<file path="config.mk">
export PLATFORM = sky130hd
export DESIGN_NAME = pipe_hazard_ctrl
export DESIGN_NICKNAME = d
export VERILOG_FILES = /design/src/rtl/pipe_hazard_ctrl.sv
export SDC_FILE = /design/constraint.sdc
export NUM_CORES = 1
export LEC_CHECK = 0
export ABC_AREA = 1
export CAP_MARGIN = 10
export CORE_MARGIN = 2
export CORE_UTILIZATION = 45
export DETAILED_ROUTE_END_ITERATION = 12
export GPL_TIMING_DRIVEN = 0
export PLACE_DENSITY = 0.94
export RECOVER_POWER = 100
export SKIP_LAST_GASP = 1
export SYNTH_ARGS = -nofsm -noshare
export SYNTH_HDL_FRONTEND = slang
export SYNTH_SLANG_ARGS = --single-unit
</file>
<file path="constraint.sdc">
create_clock -name clk -period 1.94 [get_ports clk]
set_input_delay 0.388 -clock clk [delete_from_list [all_inputs] [get_ports clk]]
set_output_delay 0.388 -clock clk [all_outputs]
set_load 0.02 [all_outputs]
</file>
<file path="src/rtl/pipe_hazard_ctrl.sv">
// rtl/pipe_hazard_ctrl.sv - pipeline advance/freeze/bubble/flush sequencer with memory-wait watchdog
// Optional: define PIPE_CTRL_STALL_CNT_EN to add the saturating stall_cnt output.
module pipe_hazard_ctrl #(
  parameter int REG_W    = 5,
  parameter int MAX_WAIT = 16
) (
  input  logic             clk,
  input  logic             rst,
  input  logic [REG_W-1:0] id_rs,
  input  logic [REG_W-1:0] id_rt,
  input  logic             ex_memread,
  input  logic [REG_W-1:0] ex_rt,
  input  logic             mem_busy,
  input  logic             branch_taken,
  output logic             pc_we,
  output logic             ifid_we,
  output logic             idex_we,
  output logic             exmem_we,
  output logic             memwb_we,
  output logic             ifid_flush,
  output logic             idex_bubble,
  output logic [1:0]       state,
  output logic             mem_timeout
`ifdef PIPE_CTRL_STALL_CNT_EN
  ,
  output logic [15:0]      stall_cnt
`endif
);

  localparam logic [1:0] ST_RUN  = 2'b00;
  localparam logic [1:0] ST_WAIT = 2'b01;
  localparam logic [1:0] ST_LU   = 2'b10;
  localparam logic [7:0] WAIT_MAX = 8'(MAX_WAIT);

  logic [1:0] state_q, state_d;
  logic       br_pend_q, br_pend_d;
  logic [7:0] wait_cnt_q, wait_cnt_d;
  logic       mem_timeout_q, mem_timeout_d;
  logic       lu;

  assign lu = ex_memread && (ex_rt != '0) && ((ex_rt == id_rs) || (ex_rt == id_rt));

  always_ff @(posedge clk or posedge rst) begin
    if (rst) begin
      state_q <= ST_RUN;
    end else begin
      state_q <= state_d;
    end
  end

  // Unreachable encoding 11 falls through the default arm and behaves as RUN.
  always_comb begin
    state_d = ST_RUN;
    case (state_q)
      ST_WAIT: state_d = mem_busy ? ST_WAIT : ST_RUN;
      ST_LU:   state_d = mem_busy ? ST_WAIT : ST_RUN;
      default: begin
        if (mem_busy)          state_d = ST_WAIT;
        else if (branch_taken) state_d = ST_RUN;
        else if (lu)           state_d = ST_LU;
        else                   state_d = ST_RUN;
      end
    endcase
  end

  always_comb begin
    pc_we       = 1'b0;
    ifid_we     = 1'b0;
    idex_we     = 1'b0;
    exmem_we    = 1'b0;
    memwb_we    = 1'b0;
    ifid_flush  = 1'b0;
    idex_bubble = 1'b0;
    if (!rst && !mem_busy) begin
      {pc_we, ifid_we, idex_we, exmem_we, memwb_we} = 5'b11111;
      case (state_q)
        ST_WAIT: begin
          ifid_flush  = br_pend_q || branch_taken;
          idex_bubble = br_pend_q || branch_taken;
        end
        ST_LU: begin
          ifid_flush  = branch_taken;
          idex_bubble = branch_taken;
        end
        default: begin
          if (branch_taken) begin
            ifid_flush  = 1'b1;
            idex_bubble = 1'b1;
          end else if (lu) begin
            pc_we       = 1'b0;
            ifid_we     = 1'b0;
            idex_bubble = 1'b1;
          end
        end
      endcase
    end
  end

  // Every frozen cycle counts toward the watchdog, including the one that enters WAIT.
  always_comb begin
    br_pend_d     = br_pend_q;
    wait_cnt_d    = '0;
    mem_timeout_d = mem_timeout_q;
    if (mem_busy) begin
      if (branch_taken) br_pend_d = 1'b1;
      wait_cnt_d = (wait_cnt_q >= WAIT_MAX) ? WAIT_MAX : wait_cnt_q + 8'd1;
      if (wait_cnt_d == WAIT_MAX) mem_timeout_d = 1'b1;
    end else if (state_q == ST_WAIT) begin
      br_pend_d = 1'b0;
    end
  end

  always_ff @(posedge clk or posedge rst) begin
    if (rst) begin
      br_pend_q     <= 1'b0;
      wait_cnt_q    <= '0;
      mem_timeout_q <= 1'b0;
    end else begin
      br_pend_q     <= br_pend_d;
      wait_cnt_q    <= wait_cnt_d;
      mem_timeout_q <= mem_timeout_d;
    end
  end

  assign state       = state_q;
  assign mem_timeout = mem_timeout_q;

`ifdef PIPE_CTRL_STALL_CNT_EN
  logic [15:0] stall_cnt_q, stall_cnt_d;

  always_comb begin
    stall_cnt_d = stall_cnt_q;
    if (!pc_we && (stall_cnt_q != 16'hFFFF)) stall_cnt_d = stall_cnt_q + 16'd1;
  end

  always_ff @(posedge clk or posedge rst) begin
    if (rst) begin
      stall_cnt_q <= '0;
    end else begin
      stall_cnt_q <= stall_cnt_d;
    end
  end

  assign stall_cnt = stall_cnt_q;
`endif

endmodule

</file>
==> flow_metrics.tcl <==
set metrics [dict create \
    grt_max_degree 13 \
    vias 820 \
    fp.dieW_um 45.35 \
    holdCritStartpoint "mem_busy" \
    portBuffers 29 \
    setup_viol_count_final 0 \
    r2r_cells 7 \
    grt_overflow 0 \
    place_ws_ps -719.0 \
    fin_setup_tns_ps 0 \
    critPathMaxFanout 3 \
    grt_antenna_before_repair 0 \
    synth_cell_types 17 \
    timing.rr.end "mem_timeout" \
    cts_made_buffers 3 \
    powerDensity_mw_per_mm2 519.8 \
    ant_nets 0 \
    initialDrtViolationCount 19 \
    grt_pass1_vias 744 \
    dieArea_mm2 0.002057 \
    ys_seq_area_share_pct 39.02 \
    diodes 0 \
    cts.sinks 12 \
    hp-class "in2reg" \
    power_mw 0.6061 \
    cp-startpoint "state[0]" \
    avgSynthCellArea_um2 6.810 \
    drive_above_1_share_pct 26.32 \
    yosysTopAreaCell "dfrtp_1" \
    synth-seq-cells 12 \
    wl_per_cell_um 11.71 \
    synth_cells 113 \
    fin_skew_ps 12.03 \
    clk-insertion-delay-late_ps 280 \
    path_class "reg2out" \
    register_area_um2 300.3 \
    io_pins 30 \
    r2r-start "wait_cnt_q[0]" \
    cts_tree "yes" \
    final_common_cell "nand2_1" \
    ir_drop_uv 637.9 \
    netlist_area_um2 769.5 \
    routed_wl_mm 1.967 \
    drt-pass1-iter-count 4 \
    rrSetupSlack_ps 710 \
    arrival_ps 1510 \
    grtUsageTotal_pct 21.17 \
    n_fill_cell 124 \
    rsz0062_at_grt "true" \
    layout_worst_path_cycle_share_pct 97.76 \
    viasPerCell 4.881 \
    p_leak_nw 0.6799 \
    start_util_pct 49.36 \
    critPathLaunchType "flip-flop" \
    ctsHoldBuffers 0 \
    root_buffer "clkbuf_4" \
    period_minus_slack_ps 1897 \
    htreeDepth 1 \
    hold_path_end "state[0]" \
    rows 14 \
    clk_path_buf_depth 2 \
    multi_input_area_um2 409.1 \
    synthToLayoutAreaGrowth_pct 51.54 \
    hold_viol 0 \
    clk_pin_slew_ps 80 \
    final_cell_mix "nand2_1, inv_1, nor2_1, dfrtp_1, dlygate4sd2_1" \
    outcome "completed" \
    die_h_um 45.35 \
    hpwlAfterDp_mm 1.465 \
    fmax_ghz 0.5273 \
    hold_path_depth 1 \
    max-cap-violations 0 \
    drc 0 \
    synth_warnings 0 \
    required_ps 1550 \
    critPathCaptureType "output port" \
    fin_ws_ps 43.48 \
    coreArea_mm2 0.001559 \
    final_nets 177 \
    grt_pass1_wl_mm 3.091 \
    place.gp.congestion 0.7726 \
    synthDominantCellAreaShare_pct 39.02 \
    ys_top_cells_by_area "dfrtp_1, nand2_1, inv_1" \
    maxSlewViolCount 0 \
]
==> what timing repair did <==
item / in CTS / in global routing
setup endpoints to repair: 7 / 6
buffers inserted: 2 / 3
pin swaps: 9 / 14
resized for setup: 42 / 29
==> cell usage after synthesis, drive strengths merged <==
| cell | instances |
|---|---|
| a31o | 1 |
| buf | 3 |
| inv | 25 |
| xnor2 | 2 |
| nand2 | 32 |
| nand4 | 2 |
| conb | 1 |
| dfrtp | 12 |
| o22ai | 1 |
| nor2 | 15 |
| a21oi | 3 |
| nor3 | 2 |
| ha | 4 |
| nand3 | 5 |
| o21ai | 5 |
==> per-layer routing <==
metal	part of all wire, %	GRT usage [%]	up-vias
met5	0	0	-
met4	1.8	5.294	0
met3	5.7	7.200	6
met2	54	37.14	33
met1	38	24.62	370
li1	-	-	411
==> flip-flops by register name, summed over array words and instances, names as in the netlist <==
register,flops
wait_cnt_q,8
state,2
br_pend_q,1
mem_timeout,1
==> report_power, final <==
part | switching [mW] | leakage (nW) | internal, mW
Combinational | 0.0790 | 0.511 | 0.0666
Sequential | 0.00452 | 0.148 | 0.258
Clock | 0.0838 | 0.0210 | 0.114
Total | 0.167 | 0.680 | 0.439
==> kinds of logic (layout without fill, tap and decap cells) <==
logic type	after synthesis	in the layout	synth area share, %
DFF	12	12	39.02
AOI/OAI and AO/OA	10	10	7.154
xor gates and xnor gates	2	2	2.277
buffers and inverters	28	65	15.12
and+or+nand+nor	56	56	29.43
adders and majority gates	4	4	6.504
other	1	3	0.4873
==> metrics by stage <==
stage	hold WS, ps	instances	instance area (um^2)	utilization (%)
after floorplan	252.7	115	777.0	-
after global placement	446.4	160	1087	69.74
after detailed placement	454.5	160	1087	69.74
after CTS	470.8	166	1134	72.71
after global routing	347.1	168	1166	74.80
final	353.1	168	1166	74.80
==> worst max-delay path by stage <==
stage | endpoint | slack (ps) | cells after the start
after floorplan | pc_we | 170 | 8
after global routing | idex_bubble | -30 | 7
after global placement | pc_we | -640 | 12
after detailed placement | pc_we | -720 | 12
after CTS | pc_we | -90 | 9
final | idex_bubble | 40 | 7
==> worst max-delay path, cell delays in order, from the launching register on <==
cell,delay [ps]
dfrtp_1,390
buf_4,130
ha_2,180
o21ai_1,80
nand2_1,100
nand2_1,70
a21oi_2,140
buf_6,140
==> cell type report <==
cell class / count / area share [%]
inverters: 25 / 8.047
repair buffers: 34 / 25.00
well taps: 16 / 1.717
plain buffers: 2 / 1.288
clock buffers: 4 / 3.112
multi-input cells: 75 / 35.09
flip-flops and latches: 12 / 25.75
Note: power is estimated with default switching activity, not from simulation.
